[config.mk]
export PLATFORM = sky130hd
export DESIGN_NAME = sdram_slot_arbiter
export DESIGN_NICKNAME = d
export VERILOG_FILES = /design/src/rtl/sdram_pkg.sv /design/src/rtl/sdram_slot_timer.sv /design/src/rtl/sdram_slot_arbiter.sv
export SDC_FILE = /design/constraint.sdc
export NUM_CORES = 1
export LEC_CHECK = 0
export ABC_CLOCK_PERIOD_IN_PS = 4580
export CAP_MARGIN = 5
export CORE_ASPECT_RATIO = 0.7
export CORE_UTILIZATION = 46
export CTS_CLUSTER_SIZE = 10
export DETAILED_ROUTE_END_ITERATION = 8
export PLACE_DENSITY_LB_ADDON = 0.12
export SLEW_MARGIN = 25
export SYNTH_ARGS = -nofsm -noshare
export SYNTH_HDL_FRONTEND = slang
export SYNTH_HIERARCHICAL = 1
export SYNTH_SLANG_ARGS = --single-unit
[constraint.sdc]
create_clock -name clk -period 4.58 [get_ports clk]
set_clock_uncertainty 0.1 [all_clocks]
set_input_delay 0.916 -clock clk [delete_from_list [all_inputs] [get_ports clk]]
set_output_delay 0.916 -clock clk [all_outputs]
set_load 0.05 [all_outputs]
[src/rtl/sdram_pkg.sv]
// Shared types and widths for the SDRAM request path.
package sdram_pkg;

    localparam int unsigned SDRAM_AW = 25;
    localparam int unsigned SDRAM_DW = 8;
    localparam int unsigned INIT_W   = 17;

    // Port that owns the current slot; GNT_NONE lets the controller refresh.
    typedef enum logic [1:0] {
        GNT_NONE = 2'd0,
        GNT_A    = 2'd1,
        GNT_B    = 2'd2,
        GNT_C    = 2'd3
    } grant_t;

    // Command presented to the controller for the duration of one slot.
    typedef struct packed {
        logic [SDRAM_AW-1:0] addr;
        logic [SDRAM_DW-1:0] din;
        logic                we;
        logic                oea;
        logic                oeb;
    } mem_cmd_t;

endpackage

[src/rtl/sdram_slot_timer.sv]
// Slot boundary detection, post-reset init hold-off and refresh spacing counter.
import sdram_pkg::*;

module sdram_slot_timer #(
    parameter logic [INIT_W-1:0] INIT_SLOTS  = 17'h14c10,
    parameter int unsigned       REFRESH_GAP = 8
) (
    input  logic clk,
    input  logic reset_n,
    input  logic clkref,
    input  logic win,
    output logic slot_c,
    output logic init_done_c,
    output logic refresh_due_c
);

    localparam int unsigned BW = $clog2(REFRESH_GAP + 1);

    logic              clkref_q;
    logic [INIT_W-1:0] init_cnt_q, init_cnt_d;
    logic [BW-1:0]     busy_cnt_q, busy_cnt_d;

    assign slot_c        = clkref & ~clkref_q;
    assign init_done_c   = (init_cnt_q == '0);
    assign refresh_due_c = (busy_cnt_q == BW'(REFRESH_GAP));

    // Counters advance only on slot boundaries; win is meaningful only when arbitration ran.
    always_comb begin
        init_cnt_d = init_cnt_q;
        busy_cnt_d = busy_cnt_q;
        if (slot_c) begin
            if (!init_done_c) begin
                init_cnt_d = init_cnt_q - INIT_W'(1);
            end else if (refresh_due_c) begin
                busy_cnt_d = '0;
            end else if (win) begin
                busy_cnt_d = busy_cnt_q + BW'(1);
            end else begin
                busy_cnt_d = '0;
            end
        end
    end

    // Timer state registers.
    always_ff @(posedge clk or negedge reset_n) begin
        if (!reset_n) begin
            clkref_q   <= 1'b0;
            init_cnt_q <= INIT_SLOTS;
            busy_cnt_q <= '0;
        end else begin
            clkref_q   <= clkref;
            init_cnt_q <= init_cnt_d;
            busy_cnt_q <= busy_cnt_d;
        end
    end

endmodule

[src/rtl/sdram_slot_arbiter.sv]
// Three-port slot arbiter in front of the single-port SDRAM controller.
import sdram_pkg::*;

module sdram_slot_arbiter #(
    parameter logic [INIT_W-1:0] INIT_SLOTS  = 17'h14c10,
    parameter int unsigned       REFRESH_GAP = 8
) (
    input  logic                clk,
    input  logic                reset_n,
    input  logic                clkref,
    input  logic                a_req,
    input  logic                a_we,
    input  logic [SDRAM_AW-1:0] a_addr,
    input  logic [SDRAM_DW-1:0] a_din,
    output logic                a_ack,
    output logic [SDRAM_DW-1:0] a_dout,
    input  logic                b_req,
    input  logic [SDRAM_AW-1:0] b_addr,
    output logic                b_ack,
    output logic [SDRAM_DW-1:0] b_dout,
    input  logic                c_req,
    input  logic [SDRAM_AW-1:0] c_addr,
    input  logic [SDRAM_DW-1:0] c_din,
    output logic                c_ack,
    output logic [SDRAM_AW-1:0] mem_addr,
    output logic                mem_we,
    output logic [SDRAM_DW-1:0] mem_din,
    output logic                mem_oeA,
    output logic                mem_oeB,
    input  logic [SDRAM_DW-1:0] mem_doutA,
    input  logic [SDRAM_DW-1:0] mem_doutB
);

    logic slot_c, init_done_c, refresh_due_c;

    grant_t   grant_q, grant_d, winner_c;
    logic     rr_q, rr_d;
    mem_cmd_t cmd_q, cmd_d;
    logic     a_ack_q, a_ack_d, b_ack_q, b_ack_d, c_ack_q, c_ack_d;
    logic [SDRAM_DW-1:0] a_dout_q, a_dout_d, b_dout_q, b_dout_d;
    logic     a_ok_c, b_ok_c, c_ok_c;

    sdram_slot_timer #(
        .INIT_SLOTS  (INIT_SLOTS),
        .REFRESH_GAP (REFRESH_GAP)
    ) u_timer (
        .clk           (clk),
        .reset_n       (reset_n),
        .clkref        (clkref),
        .win           (winner_c != GNT_NONE),
        .slot_c        (slot_c),
        .init_done_c   (init_done_c),
        .refresh_due_c (refresh_due_c)
    );

    // Winner selection: the port being retired is masked, B first, A/C alternate (rr_q=1 favours C).
    always_comb begin
        winner_c = GNT_NONE;
        a_ok_c   = a_req && (grant_q != GNT_A);
        b_ok_c   = b_req && (grant_q != GNT_B);
        c_ok_c   = c_req && (grant_q != GNT_C);
        if (init_done_c && !refresh_due_c) begin
            if (b_ok_c) begin
                winner_c = GNT_B;
            end else if (a_ok_c && (!c_ok_c || !rr_q)) begin
                winner_c = GNT_A;
            end else if (c_ok_c) begin
                winner_c = GNT_C;
            end
        end
    end

    // Slot cycle: retire the previous grant, then load the new command for the whole slot.
    always_comb begin
        grant_d  = grant_q;
        rr_d     = rr_q;
        cmd_d    = cmd_q;
        a_ack_d  = 1'b0;
        b_ack_d  = 1'b0;
        c_ack_d  = 1'b0;
        a_dout_d = a_dout_q;
        b_dout_d = b_dout_q;
        if (slot_c) begin
            case (grant_q)
                GNT_A: begin
                    a_ack_d = 1'b1;
                    if (cmd_q.oea) a_dout_d = mem_doutA;
                end
                GNT_B: begin
                    b_ack_d  = 1'b1;
                    b_dout_d = mem_doutB;
                end
                GNT_C:   c_ack_d = 1'b1;
                default: ;
            endcase
            grant_d   = winner_c;
            cmd_d.we  = 1'b0;
            cmd_d.oea = 1'b0;
            cmd_d.oeb = 1'b0;
            case (winner_c)
                GNT_A: begin
                    cmd_d.addr = a_addr;
                    cmd_d.we   = a_we;
                    cmd_d.oea  = ~a_we;
                    if (a_we) cmd_d.din = a_din;
                    rr_d = 1'b1;
                end
                GNT_B: begin
                    cmd_d.addr = b_addr;
                    cmd_d.oeb  = 1'b1;
                end
                GNT_C: begin
                    cmd_d.addr = c_addr;
                    cmd_d.we   = 1'b1;
                    cmd_d.din  = c_din;
                    rr_d       = 1'b0;
                end
                default: ;
            endcase
        end
    end

    // Arbiter and output registers.
    always_ff @(posedge clk or negedge reset_n) begin
        if (!reset_n) begin
            grant_q  <= GNT_NONE;
            rr_q     <= 1'b0;
            cmd_q    <= '0;
            a_ack_q  <= 1'b0;
            b_ack_q  <= 1'b0;
            c_ack_q  <= 1'b0;
            a_dout_q <= '0;
            b_dout_q <= '0;
        end else begin
            grant_q  <= grant_d;
            rr_q     <= rr_d;
            cmd_q    <= cmd_d;
            a_ack_q  <= a_ack_d;
            b_ack_q  <= b_ack_d;
            c_ack_q  <= c_ack_d;
            a_dout_q <= a_dout_d;
            b_dout_q <= b_dout_d;
        end
    end

    assign a_ack    = a_ack_q;
    assign b_ack    = b_ack_q;
    assign c_ack    = c_ack_q;
    assign a_dout   = a_dout_q;
    assign b_dout   = b_dout_q;
    assign mem_addr = cmd_q.addr;
    assign mem_din  = cmd_q.din;
    assign mem_we   = cmd_q.we;
    assign mem_oeA  = cmd_q.oea;
    assign mem_oeB  = cmd_q.oeb;

endmodule

==> run summary <==
The flow ran to the end, and the final reports show no timing, DRC or antenna violations. In the detailed route, the total length drawn on met3 is 889 microns. By instance count, the cell type seen most on the critical path is sky130_fd_sc_hd__buf_4. Synthesis produced a netlist with a net count of 495. The run gives 0 as the final-report max-slew violation count.

The net count of the finished layout is 661. The tools report the worst hold path startpoint as b_dout[6]$_DFFE_PN0P_. The classification of the worst setup path is flop to flop. The share of the synthesized area in the top cell type works out to 47.5%.

Dividing the final minimum period by the clock period gives 75.0%. STA puts the critical path data required time at 4.73 ns. The maximum count of clock buffers along a single path was 2. At the pin with the least slew margin, the transition time is 0.724 ns.

For the setup slack of the most critical reg-to-reg path, the log shows 1.14 ns. The tools report the number of buffers inserted for hold repair after clock tree synthesis as 0. The die covers 8960 sq um.

The most used flip-flop cell after synthesis is sky130_fd_sc_hd__dfrtp_1. Dividing the detail-routed wire length by the instance count gives 17.4 microns. Endpoint with the worst hold slack: b_dout[6]$_DFFE_PN0P_. After layout, the design draws a total of 4.08 mW.

Yosys instantiated no cell more often than sky130_fd_sc_hd__dfrtp_1. Routed signal wires occupy layers up through met4. The fraction of registers with async set/reset was 100%; the area share of fa/ha/maj cells after synthesis was 0.951%. Internal power comes to 2.19 mW.

After synthesis, flip-flops and latches occupy 50.9% of the total area. In this run switching power makes up 46.3% of total power. The die is 113 microns wide.

The detailed placer's ending HPWL was 8030 microns; the iteration-0 DRC count of the detailed router was 299. In this design, the stage delay of the slowest critical-path cell is 0.62 ns. Setup violations remaining at the end of the flow were counted as 0.

The setup TNS was 0 ns; the relative contribution of the clock network to total power was 17.4%. The number of antenna violations at the first check in global routing was 0; the portion of total power attributed to sequential cells was 27.2%. In this run, the combinational gates consume 55.4% of the power. Ranked by total cell area, the synthesized netlist is headed by sky130_fd_sc_hd__dfrtp_1, sky130_fd_sc_hd__a221oi_2, sky130_fd_sc_hd__nor2_1. The logs give 3 for the number of H-tree levels and 5 for the number of optimization iterations in the first detailed-route pass.

The compound-gate portion of the synthesized area came out at 18.0%. After clock tree synthesis, the clock-pin slew on the worst setup and hold paths is 0.06 ns. Detailed routing placed a total of 5340 microns of wire on met2. The synthesis-stage register bit count was 80; the instance count along the most critical hold path was 2. The first global-routing pass estimated 18100 microns of wire.

Yosys mapped the design onto 46 distinct sky130hd cell types. Setup repair after global routing left no endpoint under its margin. The area growth from synthesis to layout is 52.7%.

The instance count of the mapped netlist was 378; the clock latency at the later pin of the worst-skew pair was 0.33 ns. Data arrives at the worst endpoint at 3.59 ns. Summing over every cut layer, the via total after detailed routing is 3596. After floorplanning, the core was divided into 27 placement rows. The tools report the number of placed I/O pins as 169.

The tightest min-delay check is of the flop to flop type. STA classifies the critical path startpoint as a flop. The worst ir drop on vdd was 0.000384 V. The post-synthesis average cell area is 10.4 sq um.

The xor and xnor fraction of the mapped netlist area works out to 3.33%. For this design the ratio of total power to cell area is 677 nW/um^2. The overall routing resource usage is 26.1%.

Max-cap violations in this run came to 0. The detail route stage leaves a number of antenna-violating nets equal to 0. The reg-to-reg startpoint was u_timer/init_cnt_q[0]$_DFFE_PN0P_. The peak fanout along the critical path was 12.

For this design, the sink count on the clock tree is 80. For the worst flop-to-flop path, the logic depth is 11. Element type at the critical path end: a flop.

The tools report the pin count of the biggest net entering global routing as 81. The final layout contains routed wiring with a total length of 11300 microns. Layout cell share with drive strength beyond 1: 12.8%. The worst pin sits at a relative slew slack of 51.7%. The count of buffers from port buffering was 168; the via count normalized by instance count was 5.53. The leakage power is 2.62 nW, and the number of buffers inserted during clock tree synthesis is 9. Number of flops mapped to enable cells by yosys: 0. The die height was 79.5 microns. Summed over all instances, the cell type with the most area after synthesis is sky130_fd_sc_hd__dfrtp_1. For the final routed DRC violation total, the log shows 0. The number of warning messages in the yosys log was 6; the portion of netlist area occupied by mux cells was 2.57%.

In this run the power spent charging and discharging nets is 1.89 mW. For the via count of the first global-routing pass, the log shows 3371. The post-route met1 wirelength was 5010 microns; the core box area was 8070 sq um.

Routability-driven placement finished with a final weighted congestion of 0.817. Once the floorplan was initialized, standard cells occupied 48.9% of the core. Walking the worst path, the cells encountered are inv_1 > ha_1 > nor4b_1 > nand4_1 > buf_4 > clkinv_1 > nand2b_1 > nor3_4 > buf_4 > a221oi_2 > a21oi_1. TritonCTS built the clock tree.

After synthesis, the most frequently instantiated cells are sky130_fd_sc_hd__dfrtp_1, sky130_fd_sc_hd__nor2_1, sky130_fd_sc_hd__nand2_1. Buffers added to address setup during post-CTS repair amount to 0. The final period demand of the worst path was 3.44 ns; the simple-gate portion of the synthesized area was 20.5%. The run gives 291 MHz as the achievable frequency.

The combinational family with the most area after synthesis was simple AND/OR/NAND/NOR gates. The run gives 0 as the number of hold violations in the final report. Among all stages on the critical path, the largest delay is contributed by sky130_fd_sc_hd__nor3_4. The root cell of the clock tree is sky130_fd_sc_hd__clkbuf_16.

The total grt overflow came out at 0. The endpoint of the most critical register-to-register path is mem_addr[17]$_DFFE_PN0P_. The count of instances resized after the clock tree is built is 0, and the area of the mapped netlist is 3950 sq um. The repair_antennas step left the layout with diodes totalling 0.
-- area by class of cell --
class | count | area (sq um)
Clock inverter | 6 | 68.8
Clock buffer | 10 | 229
Fill cell | 576 | 2040
Multi-Input combinational cell | 266 | 1820
Tap cell | 101 | 126
Sequential cell | 80 | 2010
Timing Repair Buffer | 174 | 1730
Inverter | 13 | 48.8
-- sequential cells by signal, summed over array words and instances, names as in the netlist, 2 cells and up --
signal / count
a_dout: 8
b_dout: 8
grant_q: 2
mem_addr: 25
mem_din: 8
u_timer/busy_cnt_q: 4
u_timer/init_cnt_q: 17
-- per-stage QoR --
stage | setup WS, ns | utilization [%] | instance area (sq um) | hold slack, ns | cells
global route | 0.906 | 74.7 | 6030 | 0.382 | 650
global placement | 1.01 | 70.8 | 5720 | 0.359 | 634
detailed placement | 1.12 | 70.9 | 5720 | 0.362 | 634
floorplan | 2.01 | - | 3950 | 0.356 | 378
CTS | 1.10 | 74.5 | 6020 | 0.378 | 650
finish | 1.14 | 74.7 | 6030 | 0.377 | 650
-- worst max path at each step --
stage                                      start                       end  slack [ns]
6_report       u_timer/init_cnt_q[0]$_DFFE_PN0P_  mem_addr[17]$_DFFE_PN0P_        1.14
2_1_floorplan                             clkref    mem_din[0]$_DFFE_PN0P_        2.01
4_1_cts        u_timer/init_cnt_q[0]$_DFFE_PN0P_   mem_addr[8]$_DFFE_PN0P_        1.10
5_1_grt        u_timer/init_cnt_q[0]$_DFFE_PN0P_  mem_addr[19]$_DFFE_PN0P_        0.91
3_3_place_gp                               a_req   mem_addr[0]$_DFFE_PN0P_        1.01
3_5_place_dp                              clkref   mem_addr[5]$_DFFE_PN0P_        1.12
-- per-layer routing --
| metal | GRT usage [%] | up-vias |
|---|---|---|
| li1 | - | 1704 |
| met1 | 35.6 | 1732 |
| met2 | 41.1 | 151 |
| met3 | 7.06 | 9 |
| met4 | 7.20 | 0 |
| met5 | 0 | - |
-- critical path: cells and delay by family, from the launching register on --
kind / cells / cell delay (ns)
adder cells (fa/ha/maj): 1 / 0.22
flip-flops: 1 / 0.42
buffers and inverters: 4 / 0.88
AND/OR/NAND/NOR: 4 / 1.44
AO/OA/AOI/OAI: 2 / 0.28
-- cell usage in the layout (no fill, tap or decap), drive strengths merged, types with 2 or more instances in the layout --
cell type	n
inv	12
nor3	11
a21oi	27
nor2	48
a31oi	2
or3	3
dfstp	5
nand4	7
or4	3
nor4	5
ha	3
mux2	9
clkinv	2
nand2	31
xor2	8
xnor2	7
o21ai	14
nand2b	5
clkinvlp	4
clkdlybuf4s50	167
buf	7
nand3	9
dfrtp	75
nand3b	2
clkbuf	10
nor2b	3
a221oi	33
and3	27
-- kinds of logic after synthesis --
family / after synthesis
flip-flops: 80
adder cells (fa/ha/maj): 3
multiplexers: 9
buffers and inverters: 32
AO/OA/AOI/OAI: 81
XOR/XNOR: 15
AND/OR/NAND/NOR: 158
-- power by group through the flow --
| stage | clock network [mW] | registers (mW) | logic [mW] |
|---|---|---|---|
| after detailed placement | 0 | 1.12 | 2.25 |
| after CTS | 0.725 | 1.11 | 2.25 |
| after global routing | 0.756 | 1.14 | 2.39 |
| after floorplan | 0 | 1.87 | 0.769 |
| after global placement | 0 | 1.11 | 2.22 |
| final | 0.710 | 1.11 | 2.26 |
Power figures use the tool's default switching activity.
